==> src/rtl/vga_rect_fill.sv <==
// rtl/vga_rect_fill.sv - AXI4-Lite write manager that fills a frame-buffer rectangle with one colour
module vga_rect_fill #(
    parameter int PIXEL_WIDTH    = 640,
    parameter int PIXEL_HEIGHT   = 480,
    parameter int PIXEL_DEPTH    = 8,
    parameter int AXI_DATA_WIDTH = 32,
    parameter int AXI_ADDR_WIDTH = 32,
    localparam int XW = $clog2(PIXEL_WIDTH),
    localparam int YW = $clog2(PIXEL_HEIGHT)
) (
    input  logic                          pxclk,
    input  logic                          rst_n,
    input  logic                          start,
    input  logic [XW-1:0]                 x0,
    input  logic [YW-1:0]                 y0,
    input  logic [XW-1:0]                 x1,
    input  logic [YW-1:0]                 y1,
    input  logic [PIXEL_DEPTH-1:0]        color,
    output logic                          busy,
    output logic                          done,
    output logic                          err,
    output logic [AXI_ADDR_WIDTH-1:0]     awaddr,
    output logic [2:0]                    awprot,
    output logic                          awvalid,
    input  logic                          awready,
    output logic [AXI_DATA_WIDTH-1:0]     wdata,
    output logic [AXI_DATA_WIDTH/8-1:0]   wstrb,
    output logic                          wvalid,
    input  logic                          wready,
    input  logic [1:0]                    bresp,
    input  logic                          bvalid,
    output logic                          bready,
    output logic [AXI_ADDR_WIDTH-1:0]     araddr,
    output logic [2:0]                    arprot,
    output logic                          arvalid,
    input  logic                          arready,
    input  logic [AXI_DATA_WIDTH-1:0]     rdata,
    input  logic [1:0]                    rresp,
    input  logic                          rvalid,
    output logic                          rready
);

    localparam int AW  = AXI_ADDR_WIDTH;
    localparam int WW  = XW - 2;
    localparam int BPW = AXI_DATA_WIDTH / PIXEL_DEPTH;
    localparam logic [XW:0] X_LIM = (XW+1)'(PIXEL_WIDTH);
    localparam logic [YW:0] Y_LIM = (YW+1)'(PIXEL_HEIGHT);

    typedef enum logic [2:0] {
        S_IDLE,
        S_ISSUE,
        S_XFER,
        S_RESP,
        S_NEXT,
        S_FINISH
    } state_t;

    state_t state, state_nxt;

    logic [XW-1:0]          x0_q, x1_q;
    logic [YW-1:0]          row_q, y1_q;
    logic [WW-1:0]          word_q;
    logic [AW-1:0]          row_base_q;
    logic [PIXEL_DEPTH-1:0] color_q;
    logic                   awvalid_q, wvalid_q, err_q;

    logic                   req_illegal;
    logic                   aw_clear, w_clear, last_word, bresp_bad;
    logic [AW-1:0]          start_base;
    logic [XW:0]            col;
    logic [BPW-1:0]         strb_c;
    logic                   unused_rd;

    assign req_illegal = (x1 < x0) || (y1 < y0) ||
                         ({1'b0, x1} >= X_LIM) || ({1'b0, y1} >= Y_LIM);

    // y0*PIXEL_WIDTH as a sum of shifted copies over the constant's set bits
    always_comb begin
        start_base = '0;
        for (int b = 0; b <= XW; b++) begin
            if (X_LIM[b]) start_base = start_base + (AW'(y0) << b);
        end
    end

    assign aw_clear  = !awvalid_q || awready;
    assign w_clear   = !wvalid_q || wready;
    assign bresp_bad = (bresp != 2'b00);
    assign last_word = (word_q == x1_q[XW-1:2]) && (row_q == y1_q);

    always_ff @(posedge pxclk) begin
        if (!rst_n) state <= S_IDLE;
        else        state <= state_nxt;
    end

    always_comb begin
        state_nxt = state;
        case (state)
            S_IDLE:   if (start) state_nxt = req_illegal ? S_FINISH : S_ISSUE;
            S_ISSUE:  state_nxt = S_XFER;
            S_XFER:   if (aw_clear && w_clear) state_nxt = S_RESP;
            S_RESP:   if (bvalid) state_nxt = bresp_bad ? S_FINISH : S_NEXT;
            S_NEXT:   state_nxt = last_word ? S_FINISH : S_ISSUE;
            S_FINISH: state_nxt = S_IDLE;
            default:  state_nxt = S_IDLE;
        endcase
    end

    always_ff @(posedge pxclk) begin
        if (!rst_n) begin
            x0_q       <= '0;
            x1_q       <= '0;
            y1_q       <= '0;
            row_q      <= '0;
            word_q     <= '0;
            row_base_q <= '0;
            color_q    <= '0;
            awvalid_q  <= 1'b0;
            wvalid_q   <= 1'b0;
            err_q      <= 1'b0;
        end else begin
            case (state)
                S_IDLE: begin
                    if (start) begin
                        x0_q       <= x0;
                        x1_q       <= x1;
                        y1_q       <= y1;
                        row_q      <= y0;
                        word_q     <= x0[XW-1:2];
                        row_base_q <= start_base;
                        color_q    <= color;
                        err_q      <= req_illegal;
                    end
                end
                S_ISSUE: begin
                    awvalid_q <= 1'b1;
                    wvalid_q  <= 1'b1;
                end
                S_XFER: begin
                    if (awready) awvalid_q <= 1'b0;
                    if (wready)  wvalid_q  <= 1'b0;
                end
                S_RESP: begin
                    if (bvalid && bresp_bad) err_q <= 1'b1;
                end
                S_NEXT: begin
                    if (word_q != x1_q[XW-1:2]) begin
                        word_q <= word_q + 1'b1;
                    end else if (row_q != y1_q) begin
                        row_q      <= row_q + 1'b1;
                        word_q     <= x0_q[XW-1:2];
                        row_base_q <= row_base_q + AW'(PIXEL_WIDTH);
                    end
                end
                default: ;
            endcase
        end
    end

    // a byte lane is written only when its column lies inside [x0, x1]
    always_comb begin
        strb_c = '0;
        col    = '0;
        for (int i = 0; i < BPW; i++) begin
            col       = {1'b0, word_q, 2'b00} + (XW+1)'(i);
            strb_c[i] = (col >= {1'b0, x0_q}) && (col <= {1'b0, x1_q});
        end
    end

    assign busy    = (state == S_ISSUE) || (state == S_XFER) ||
                     (state == S_RESP)  || (state == S_NEXT);
    assign done    = (state == S_FINISH);
    assign err     = err_q;

    assign awaddr  = row_base_q + AW'({word_q, 2'b00});
    assign awprot  = 3'b000;
    assign awvalid = awvalid_q;
    assign wdata   = {BPW{color_q}};
    assign wstrb   = strb_c;
    assign wvalid  = wvalid_q;
    assign bready  = (state == S_RESP);

    assign araddr  = '0;
    assign arprot  = 3'b000;
    assign arvalid = 1'b0;
    assign rready  = 1'b0;

    assign unused_rd = ^{arready, rdata, rresp, rvalid};

endmodule
==> config.mk <==
export PLATFORM = sky130hd
export DESIGN_NAME = vga_rect_fill
export DESIGN_NICKNAME = d
export VERILOG_FILES = /design/src/rtl/vga_rect_fill.sv
export SDC_FILE = /design/constraint.sdc
export NUM_CORES = 1
export LEC_CHECK = 0
export BUFFER_PORTS_ARGS = -buffer_cell sky130_fd_sc_hd__buf_2
export CAP_MARGIN = 20
export CORE_ASPECT_RATIO = 1.4
export CORE_MARGIN = 2
export CORE_UTILIZATION = 53
export CTS_CLUSTER_SIZE = 12
export DETAILED_ROUTE_END_ITERATION = 8
export PLACE_DENSITY = 0.81
export RECOVER_POWER = 100
export SYNTH_ARGS = -nofsm -noshare
export SYNTH_HDL_FRONTEND = slang
export SYNTH_SLANG_ARGS = --single-unit
==> constraint.sdc <==
create_clock -name pxclk -period 2.42 [get_ports pxclk]
set_input_delay 0.242 -clock pxclk [delete_from_list [all_inputs] [get_ports pxclk]]
set_output_delay 0.242 -clock pxclk [all_outputs]
set_load 0.05 [all_outputs]
==> flow_summary_export.csv, run 1 <==
group,metric,value,unit
layout,mostFrequentLayoutCell,"nand2_1",
placement,io_buffer_count,125,
power_and_ir_drop,seq_power_share,24.9,%
logic_synthesis,yosys_register_bits,85,
placement,gp_congestion,0.882,
detailed_routing,wirelength,18200,um
critical_path,worst-path-max-fanout,5,
critical_path,worstSetupEndpointType,"output pin",
timing,max-slew-margin-rel,54.2,%
logic_synthesis,ys_dominant_reg_cell,"dfxtp_1",
detailed_routing,post_drt_via_cell_ratio,5.64,
critical_path,arrival,2350,ps
grt,first_global_vias,6059,
critical_path,critical_path_class,"register to output pin",
layout,final_cells,1151,
layout,share_of_layout_cells_above_drive_strength_1,25.3,%
placement,cell_count_post_placement,1117,
floorplan,floorplan.die.height,135,um
power_and_ir_drop,power_leakage,3.59,nW
timing,worstMarginPinSlew,690,ps
floorplan,io_pins,204,
run_status,outcome,"finished with violations",
floorplan,floorplan.die.width,97.8,um
timing,postLayoutSetupSlackWorst,-171,ps
logic_synthesis,post_synth_instance_area,0.00653,mm2
logic_synthesis,asyncSetResetFlopFracSynth,0,%
floorplan,starting_density_of_the_core,53.5,%
floorplan,floorplan.core_area,0.0122,mm2
detailed_routing,drc_errors,0,
detailed_routing,postRouteAntennaNets,0,
detailed_routing,drt-pass1-iter-count,5,
timing,clock.fmax,0.386,GHz
logic_synthesis,yosysWarningCount,0,
timing,final_hold_viol_count,0,
power_and_ir_drop,vdd_ir_drop_max,1.53,mV
timing,setup-violations-final,28,
logic_synthesis,synth-seq-area-share,26.1,%
clock_tree,max-clock-path-buffers,2,
detailed_routing,routed-via-count,6491,
grt,grt_pass1_wl,27700,um
timing,timing.final.max_slew_violations,0,
logic_synthesis,synthesis.area_per_instance,7.57,um2
power_and_ir_drop,power.clock.fraction,20.2,%
run_status,violations_in_the_final_reports,"setup timing",
timing,fin_worst_skew,10.4,ps
floorplan,die-area,0.0132,mm2
clock_tree,cts_made_buffers,9,
clock_tree,cts-root-buf,"clkbuf_16",
critical_path,worst_setup_path_start_kind,"register",
layout,diodes,0,
clock_tree,cts_sinks,85,
detailed_routing,drt_iter0_markers,305,
clock_tree,ctsHtreeMaxLevel,3,
job,drv_cap,0,
floorplan,rows,48,
logic_synthesis,yosysUniqueCellTypes,66,
timing,fin_crit,2590,ps
layout,layout_common_cells,"nand2_1 (130), dfxtp_1 (73), buf_4 (56)",
clock_tree,hold_buffer_count_at_cts,0,
clock_tree,worst_skew_pair.late_latency,350,ps
logic_synthesis,synth_cells,862,
grt,number_of_antenna_violations_at_the_first_check_in_global_routing,0,
detailed_routing,routed_wire_length_per_instance,15.8,um
min_path,holdCritPathClass,"primary input to register",
clock_tree,clk_transition_reported_paths,70,ps
placement,post-dp-hpwl,12500,um
power_and_ir_drop,power.internal,0.00394,W
layout,final_net_count,1135,
logic_synthesis,number_of_enable_flip_flop_cells_after_synthesis,0,
timing,rsz0062_at_grt,"true",
grt,global_route.usage.total,25.4,%
grt,grt-ovfl-total,0,
power_and_ir_drop,power.switching_fraction,47.4,%
clock_tree,cts_tree,"yes",
timing,fin_crit_sh,107,%
power_and_ir_drop,share_comb_of_total_power,54.9,%
grt,grt_max_degree,56,
layout,layout.core_utilization,67.6,%
critical_path,cp.required,2180,ps
power_and_ir_drop,power.net_switching,0.00355,W
layout,syn_to_final_growth,26.3,%
power_and_ir_drop,power.density,909,mW/mm2
-- layout make-up --
type	count	area, um2
tap	150	188
timing repair buffer	195	1260
fill	1017	3950
inverter	45	169
sequential	85	1720
multi-input combinational	660	4580
clock buffer	9	225
clock inverter	7	97.6
-- synth_stat cells (5+ instances only) --
cell        n  area share, %
nand4_1     7           0.67
nand2_1   136            7.8
nor2b_1     6           0.58
xnor2_1    30            4.0
a21o_1     14            1.6
a31oi_1     5           0.48
o31ai_1    11            1.3
nand2b_1    7           0.67
o21ai_0    49            3.8
nand3_1    30            2.3
o211ai_1    6           0.69
nor3_1     16            1.2
a21oi_1    54            4.1
clkbuf_1   36            2.1
nor2_1     40            2.3
a211oi_1   10            1.2
xor2_1     15            2.0
and3_1      8           0.77
buf_4      70            8.1
dfxtp_1    85             26
ha_1       48            9.2
a21boi_0   39            4.5
or4_1       7           0.81
inv_1      45            2.6
or3_1       9           0.86
-- power groups by stage --
stage / Combinational (W) / Sequential, W / Clock [W]
CTS: 0.00388 / 0.00184 / 0.00152
detailed placement: 0.00363 / 0.00186 / 0
global route: 0.00443 / 0.00189 / 0.00159
floorplan: 0.00273 / 0.00196 / 0
global placement: 0.00357 / 0.00185 / 0
finish: 0.00411 / 0.00186 / 0.00152
-- sequential cells by signal, summed over array words and instances (netlist names) --
register,cells
err,1
state,3
wvalid,1
awvalid,1
x1_q,10
word_q,8
color_q,8
y1_q,9
row_q,9
x0_q,10
row_base_q,25
-- worst max-delay path: stages (launching register included) --
cell and delay [ps]:
dfxtp_2 340, ha_4 240, a21o_1 200, a21oi_2 150
nand3b_1 160, buf_6 140, nor3_4 40, buf_6 140
buf_12 120, buf_6 110, nand2_4 80, xnor2_4 110
buf_6 170
-- stage by stage --
stage	setup TNS, ps	setup slack (ps)	instance area, um2	hold slack [ps]	power, W
2_1_floorplan	-238	-157	6890	387	0.00469
6_report	-1720	-171	8240	142	0.00749
5_1_grt	-6910	-294	8240	159	0.00792
4_1_cts	-399	-95.2	8060	140	0.00724
3_5_place_dp	-36.6	-36.6	7400	462	0.00549
3_3_place_gp	0	16.0	7400	451	0.00542
-- timing repair --
item / in CTS / in global routing
setup endpoints to repair: 22 / 30
setup buffers: 11 / 7
cloned: 0 / 1
pin swaps: 13 / 16
resized for setup: 71 / 58
-- kinds of logic after synthesis --
kind of cell               synth area share, %
other                                   0.0575
xor gates and xnor gates                  6.04
AOI/OAI and AO/OA                         23.2
and+or+nand+nor                           21.2
DFF                                       26.1
buffers and inverters                     13.6
adders and majority gates                 9.51
muxes                                    0.307
-- final timing paths --
kind	slack (ps)	cells past startpoint	end	start
hold reg to reg	470	2	x1_q[3]$_SDFFE_PN0P_	x1_q[3]$_SDFFE_PN0P_
hold / removal	140	3	color_q[6]$_SDFFE_PN0P_	color[6]
setup / recovery	-170	12	awaddr[21]	word_q[6]$_SDFFE_PN0P_
setup reg to reg	-140	9	row_base_q[31]$_SDFFE_PN0P_	x1_q[6]$_SDFFE_PN0P_
-- layer usage --
metal | track usage (%) | part of all wire (%) | vias to the layer above
met1 | 27.7 | 39 | 3081
met4 | 10.9 | 2.9 | 0
li1 | - | - | 3165
met5 | 0 | 0 | -
met2 | 48.2 | 54 | 207
met3 | 3.87 | 4.6 | 38
No activity file was read; power rests on OpenSTA's default activity.
==> run 2: changes to the inputs <==
BUFFER_PORTS_ARGS = -buffer_cell sky130_fd_sc_hd__clkbuf_2   (was -buffer_cell sky130_fd_sc_hd__buf_2)
CORE_MARGIN = 8   (was 2)
REMOVE_ABC_BUFFERS = 1   (was default)
==> flow_summary_export.csv, run 2 (synthesis gave the netlist of run 1 again) <==
group,metric,value,unit
run_status,outcome,"finished with violations",
run_status,violations_in_the_final_reports,"setup timing",
grt,global_route.usage.total,23.1,%
layout,share_of_layout_cells_above_drive_strength_1,23.6,%
placement,gp_congestion,0.923,
power_and_ir_drop,vdd_ir_drop_max,1.34,mV
timing,worstMarginPinSlew,917,ps
timing,timing.final.max_slew_violations,0,
critical_path,critPathMostFrequentCell,"buf_4",
power_and_ir_drop,power.density,916,mW/mm2
floorplan,rows,48,
grt,grt_max_degree,87,
grt,grt-ovfl-total,0,
grt,number_of_antenna_violations_at_the_first_check_in_global_routing,0,
clock_tree,cts_made_buffers,9,
critical_path,critical-path-slowest-cell,"or3_4",
timing,setup-violations-final,21,
timing,postLayoutSetupSlackWorst,-221,ps
clock_tree,cts_sinks,85,
detailed_routing,post_drt_via_cell_ratio,5.79,
timing,fin_crit_sh,109,%
clock_tree,worst_skew_pair.late_latency,350,ps
clock_tree,cts_tree,"yes",
timing,clock.fmax,0.379,GHz
grt,first_global_vias,6343,
timing,final_hold_viol_count,0,
critical_path,worstPathCellList,"buf_4, ha_4, and3_4, buf_4, nand3_1, or3_4, a22oi_2, buf_12",
layout,diodes,0,
critical_path,arrival,2400,ps
timing,max-slew-margin-rel,38.9,%
critical_path,worst-path-max-fanout,5,
placement,cell_count_post_placement,1103,
detailed_routing,drt_iter0_markers,339,
floorplan,floorplan.die.height,147,um
layout,final_cells,1131,
detailed_routing,wirelength,19500,um
timing,fin_hold_ws,123,ps
layout,reg_top3,"row_base_q: 25 flops, x0_q: 10 flops, x1_q: 10 flops",
detailed_routing,drc_errors,0,
placement,io_buffer_count,125,
min_path,holdCritPathClass,"primary input to register",
clock_tree,ctsHtreeMaxLevel,3,
floorplan,die-area,0.0162,mm2
layout,top_register,"row_base_q",
clock_tree,cts-root-buf,"clkbuf_16",
layout,largest_reg_flops,25,
critical_path,cp.required,2180,ps
detailed_routing,routed_wire_length_per_instance,17.2,um
power_and_ir_drop,total_power,0.00758,W
critical_path,critical_path_class,"register to output pin",
timing,rsz0062_at_grt,"true",
layout,syn_to_final_growth,26.8,%
grt,grt_pass1_wl,30300,um
layout,final_net_count,1115,
job,drv_cap,0,
placement,post-dp-hpwl,13600,um
timing,fin_worst_skew,6.26,ps
clock_tree,clk_transition_reported_paths,60,ps
critical_path,timing.critical_path.slowest_cell_delay,400,ps
floorplan,floorplan.die.width,110,um
floorplan,io_pins,204,
layout,mostFrequentLayoutCell,"nand2_1",
critical_path,worst_setup_path_start_kind,"register",
detailed_routing,postRouteAntennaNets,0,
floorplan,starting_density_of_the_core,53.5,%
layout,layout_common_cells,"nand2_1 (132), dfxtp_1 (71), clkbuf_2 (58)",
critical_path,worstSetupEndpointType,"output pin",
clock_tree,max-clock-path-buffers,2,
detailed_routing,routed-via-count,6551,
floorplan,floorplan.core_area,0.0122,mm2
timing,fin_crit,2640,ps
power_and_ir_drop,power_leakage,3.51,nW
detailed_routing,drt-pass1-iter-count,5,
critical_path,timing.reg2reg.setup_slack,40,ps
[run 2: cell types whose count changed in the layout (fill, tap and decap cells not counted), sizes merged]
cell      change
clkinvlp      -2
clkbuf       +56
clkinv        +1
buf          -74
inv           -1
[run 2: stage by stage]
step	util (%)	setup TNS, ps	setup WS [ps]	cell area [um2]
floorplan	-	-25500	-758	5960
global placement	60.7	0	65.2	7400
detailed placement	60.7	0	12.2	7400
CTS	67.0	-1570	-162	8170
global route	67.9	-4730	-282	8280
finish	67.9	-2300	-221	8280
[run 2: worst paths after layout]
kind                          startpoint                     endpoint  cells past startpoint
setup / recovery  word_q[6]$_SDFFE_PN0P_                     wstrb[0]                      8
hold / removal                  color[3]      color_q[3]$_SDFFE_PN0P_                      3
setup reg to reg  word_q[6]$_SDFFE_PN0P_  row_base_q[31]$_SDFFE_PN0P_                      9
hold reg to reg     x1_q[5]$_SDFFE_PN0P_         x1_q[5]$_SDFFE_PN0P_                      2
[run 2: final cells by class]
type / instances / area, um2
sequential: 85 / 1720
clock inverter: 5 / 75.1
tap: 150 / 188
inverter: 45 / 169
fill: 980 / 3920
multi-input combinational: 660 / 4540
timing repair buffer: 175 / 1350
clock buffer: 11 / 233
[run 2: critical path: cells and delay by family, from the launching register on]
| kind | cells | cell delay (ps) |
|---|---|---|
| adder cells (fa/ha/maj) | 1 | 280 |
| buffers and inverters | 3 | 460 |
| AO/OA/AOI/OAI | 1 | 200 |
| flip-flops | 1 | 340 |
| AND/OR/NAND/NOR | 3 | 780 |
[run 2: timing repair]
action	4_1_cts	5_1_grt
buffers inserted	7	5
gates cloned	0	0
setup endpoints to repair	24	32
pin swaps	26	20
hold buffers	0	0
endpoints found under the hold margin	0	0
gates resized for setup	81	39
[run 2: layer usage]
metal / part of all wire [%] / track usage (%) / vias to the layer above
met1: 37 / 24.9 / 3066
met4: 3.8 / 9.83 / 0
met5: 0 / 0 / -
met2: 52 / 41.2 / 304
li1: - / - / 3126
met3: 7.1 / 5.61 / 55
[run 2: power breakdown]
part	internal [W]	total [W]	switching [W]
registers	0.00164	0.00189	0.000249
logic	0.00153	0.00423	0.00270
clock network	0.000900	0.00147	0.000567
==> run 3: changes to the inputs <==
SKIP_CTS_REPAIR_TIMING = 1   (was default)
==> flow_summary_export.csv, run 3 (synthesis gave the netlist of run 1 again) <==
group,metric,value,unit
run_status,outcome,"finished with violations",
run_status,violations_in_the_final_reports,"setup timing",
layout,mostFrequentLayoutCell,"nand2_1",
timing,rsz0062_at_grt,"true",
clock_tree,clk_transition_reported_paths,60,ps
layout,layout.core_utilization,68.2,%
layout,diodes,0,
layout,top_register,"row_base_q",
clock_tree,cts_made_buffers,9,
critical_path,worstSetupEndpointType,"output pin",
critical_path,worst-r2r-cell-count,9,
detailed_routing,routed-via-count,6537,
timing,setup-violations-final,16,
critical_path,arrival,2400,ps
placement,gp_congestion,0.923,
clock_tree,cts_tree,"yes",
power_and_ir_drop,power.internal,0.00406,W
layout,share_of_layout_cells_above_drive_strength_1,23.7,%
critical_path,worst-path-max-fanout,6,
detailed_routing,wirelength,19600,um
floorplan,floorplan.die.width,110,um
power_and_ir_drop,power.clock.fraction,19.3,%
critical_path,critical_path_class,"register to output pin",
critical_path,worst_setup_path_start_kind,"register",
power_and_ir_drop,power.net_switching,0.00353,W
layout,reg_top3,"row_base_q: 25 flops, x0_q: 10 flops, x1_q: 10 flops",
grt,grt_max_degree,87,
power_and_ir_drop,vdd_ir_drop_max,1.13,mV
clock_tree,worst_skew_pair.late_latency,340,ps
layout,syn_to_final_growth,27.4,%
detailed_routing,drt-pass1-iter-count,6,
detailed_routing,postRouteAntennaNets,0,
layout,largest_reg_flops,25,
detailed_routing,drc_errors,0,
layout,final.fill_count,973,
placement,post-dp-hpwl,13600,um
floorplan,floorplan.core_area,0.0122,mm2
power_and_ir_drop,share_comb_of_total_power,55.8,%
floorplan,io_pins,204,
critical_path,timing.reg2reg.setup_slack,-30,ps
floorplan,die-area,0.0162,mm2
floorplan,floorplan.die.height,147,um
detailed_routing,drt_iter0_markers,302,
floorplan,rows,48,
min_path,worstHoldStart,"color[3]",
layout,final_net_count,1118,
timing,fin_crit,2650,ps
timing,final_hold_viol_count,0,
placement,io_buffer_count,125,
clock_tree,cts_sinks,85,
critical_path,regToRegStartpoint,"x1_q[6]$_SDFFE_PN0P_",
timing,max-slew-margin-rel,39.7,%
detailed_routing,post_drt_via_cell_ratio,5.76,
grt,grt_pass1_wl,28700,um
power_and_ir_drop,power.density,913,mW/mm2
grt,global_route.usage.total,21.8,%
clock_tree,ctsHtreeMaxLevel,3,
min_path,holdCritPathClass,"primary input to register",
clock_tree,cts-root-buf,"clkbuf_16",
job,drv_cap,0,
power_and_ir_drop,power_leakage,3.56,nW
grt,number_of_antenna_violations_at_the_first_check_in_global_routing,0,
grt,grt-ovfl-total,0,
power_and_ir_drop,total_power,0.00759,W
timing,timing.final.max_slew_violations,0,
critical_path,cp.required,2180,ps
min_path,holdPathStages,3,
detailed_routing,routed_wire_length_per_instance,17.3,um
power_and_ir_drop,power.switching_fraction,46.6,%
power_and_ir_drop,seq_power_share,24.9,%
critical_path,rr_endpoint,"row_base_q[26]$_SDFFE_PN0P_",
min_path,whs_endpoint,"color_q[3]$_SDFFE_PN0P_",
timing,fin_worst_skew,5.10,ps
timing,fin_crit_sh,109,%
clock_tree,max-clock-path-buffers,2,
timing,worstMarginPinSlew,905,ps
layout,layout_common_cells,"nand2_1 (132), dfxtp_1 (71), clkbuf_2 (58)",
floorplan,starting_density_of_the_core,53.5,%
grt,first_global_vias,6130,
timing,fin_hold_ws,123,ps
timing,clock.fmax,0.378,GHz
timing,postLayoutSetupSlackWorst,-227,ps
run 3: changes by cell type in the layout (fill, tap and decap cells not counted), moves of 2 or more:
| cell | previous run | this run |
|---|---|---|
| a21oi_1 | 51 | 49 |
| clkbuf_4 | 0 | 2 |
| a21oi_2 | 3 | 5 |
| xor2_1 | 9 | 11 |
| nor3_2 | 3 | 1 |
| o21ai_2 | 4 | 2 |
run 3: per-stage QoR:
| stage | setup WS (ps) | area [um2] | TNS (ps) | std cells |
|---|---|---|---|---|
| floorplan | -758 | 5960 | -25500 | 790 |
| global placement | 65.2 | 7400 | 0 | 1103 |
| detailed placement | 12.2 | 7400 | 0 | 1103 |
| CTS | -377 | 7700 | -6050 | 1119 |
| global route | -350 | 8310 | -4720 | 1134 |
| finish | -227 | 8310 | -1820 | 1134 |
run 3: critical path, stage by stage (launching register included):
cell and delay (ps):
dfxtp_4 350, ha_4 270, a21o_1 160, a21oi_2 80, nand3b_1 170, buf_6 160
nor3_4 120, buf_6 160, nand4_1 160, xnor2_2 260, buf_12 160
run 3: layout make-up:
class | count | area (um2) | share of cell area [%]
inverters | 45 | 169 | 2.03
repair buffers | 178 | 1380 | 16.6
multi-input cells | 660 | 4540 | 54.6
flip-flops and latches | 85 | 1720 | 20.7
clock inverters | 5 | 75.1 | 0.903
clock buffers | 11 | 233 | 2.80
well taps | 150 | 188 | 2.26
run 3: metal layers:
| layer | up-vias | global-route usage, % | wire length [um] |
|---|---|---|---|
| met1 | 3063 | 23.6 | 7370 |
| met2 | 272 | 38.4 | 10300 |
| met5 | - | 0 | 0 |
| li1 | 3139 | - | - |
| met3 | 63 | 5.79 | 1270 |
| met4 | 0 | 9.22 | 695 |
run 3: power by group through the flow:
stage / Sequential, W / Combinational [W] / Clock (W)
CTS: 0.00186 / 0.00377 / 0.00148
floorplan: 0.00228 / 0.00209 / 0
finish: 0.00189 / 0.00423 / 0.00147
detailed placement: 0.00188 / 0.00373 / 0
global placement: 0.00188 / 0.00369 / 0
global route: 0.00192 / 0.00454 / 0.00154
run 3: how the worst max path moves through the flow:
stage / start / end / slack [ps] / depth (start not counted)
floorplan: word_q[2]$_SDFFE_PN0P_ / row_base_q[10]$_SDFFE_PN0P_ / -760 / 7
global placement: row_base_q[8]$_SDFFE_PN0P_ / awaddr[27] / 70 / 9
detailed placement: row_base_q[8]$_SDFFE_PN0P_ / awaddr[27] / 10 / 9
CTS: row_base_q[8]$_SDFFE_PN0P_ / awaddr[27] / -380 / 9
global route: word_q[6]$_SDFFE_PN0P_ / awaddr[27] / -350 / 10
finish: word_q[6]$_SDFFE_PN0P_ / awaddr[27] / -230 / 10
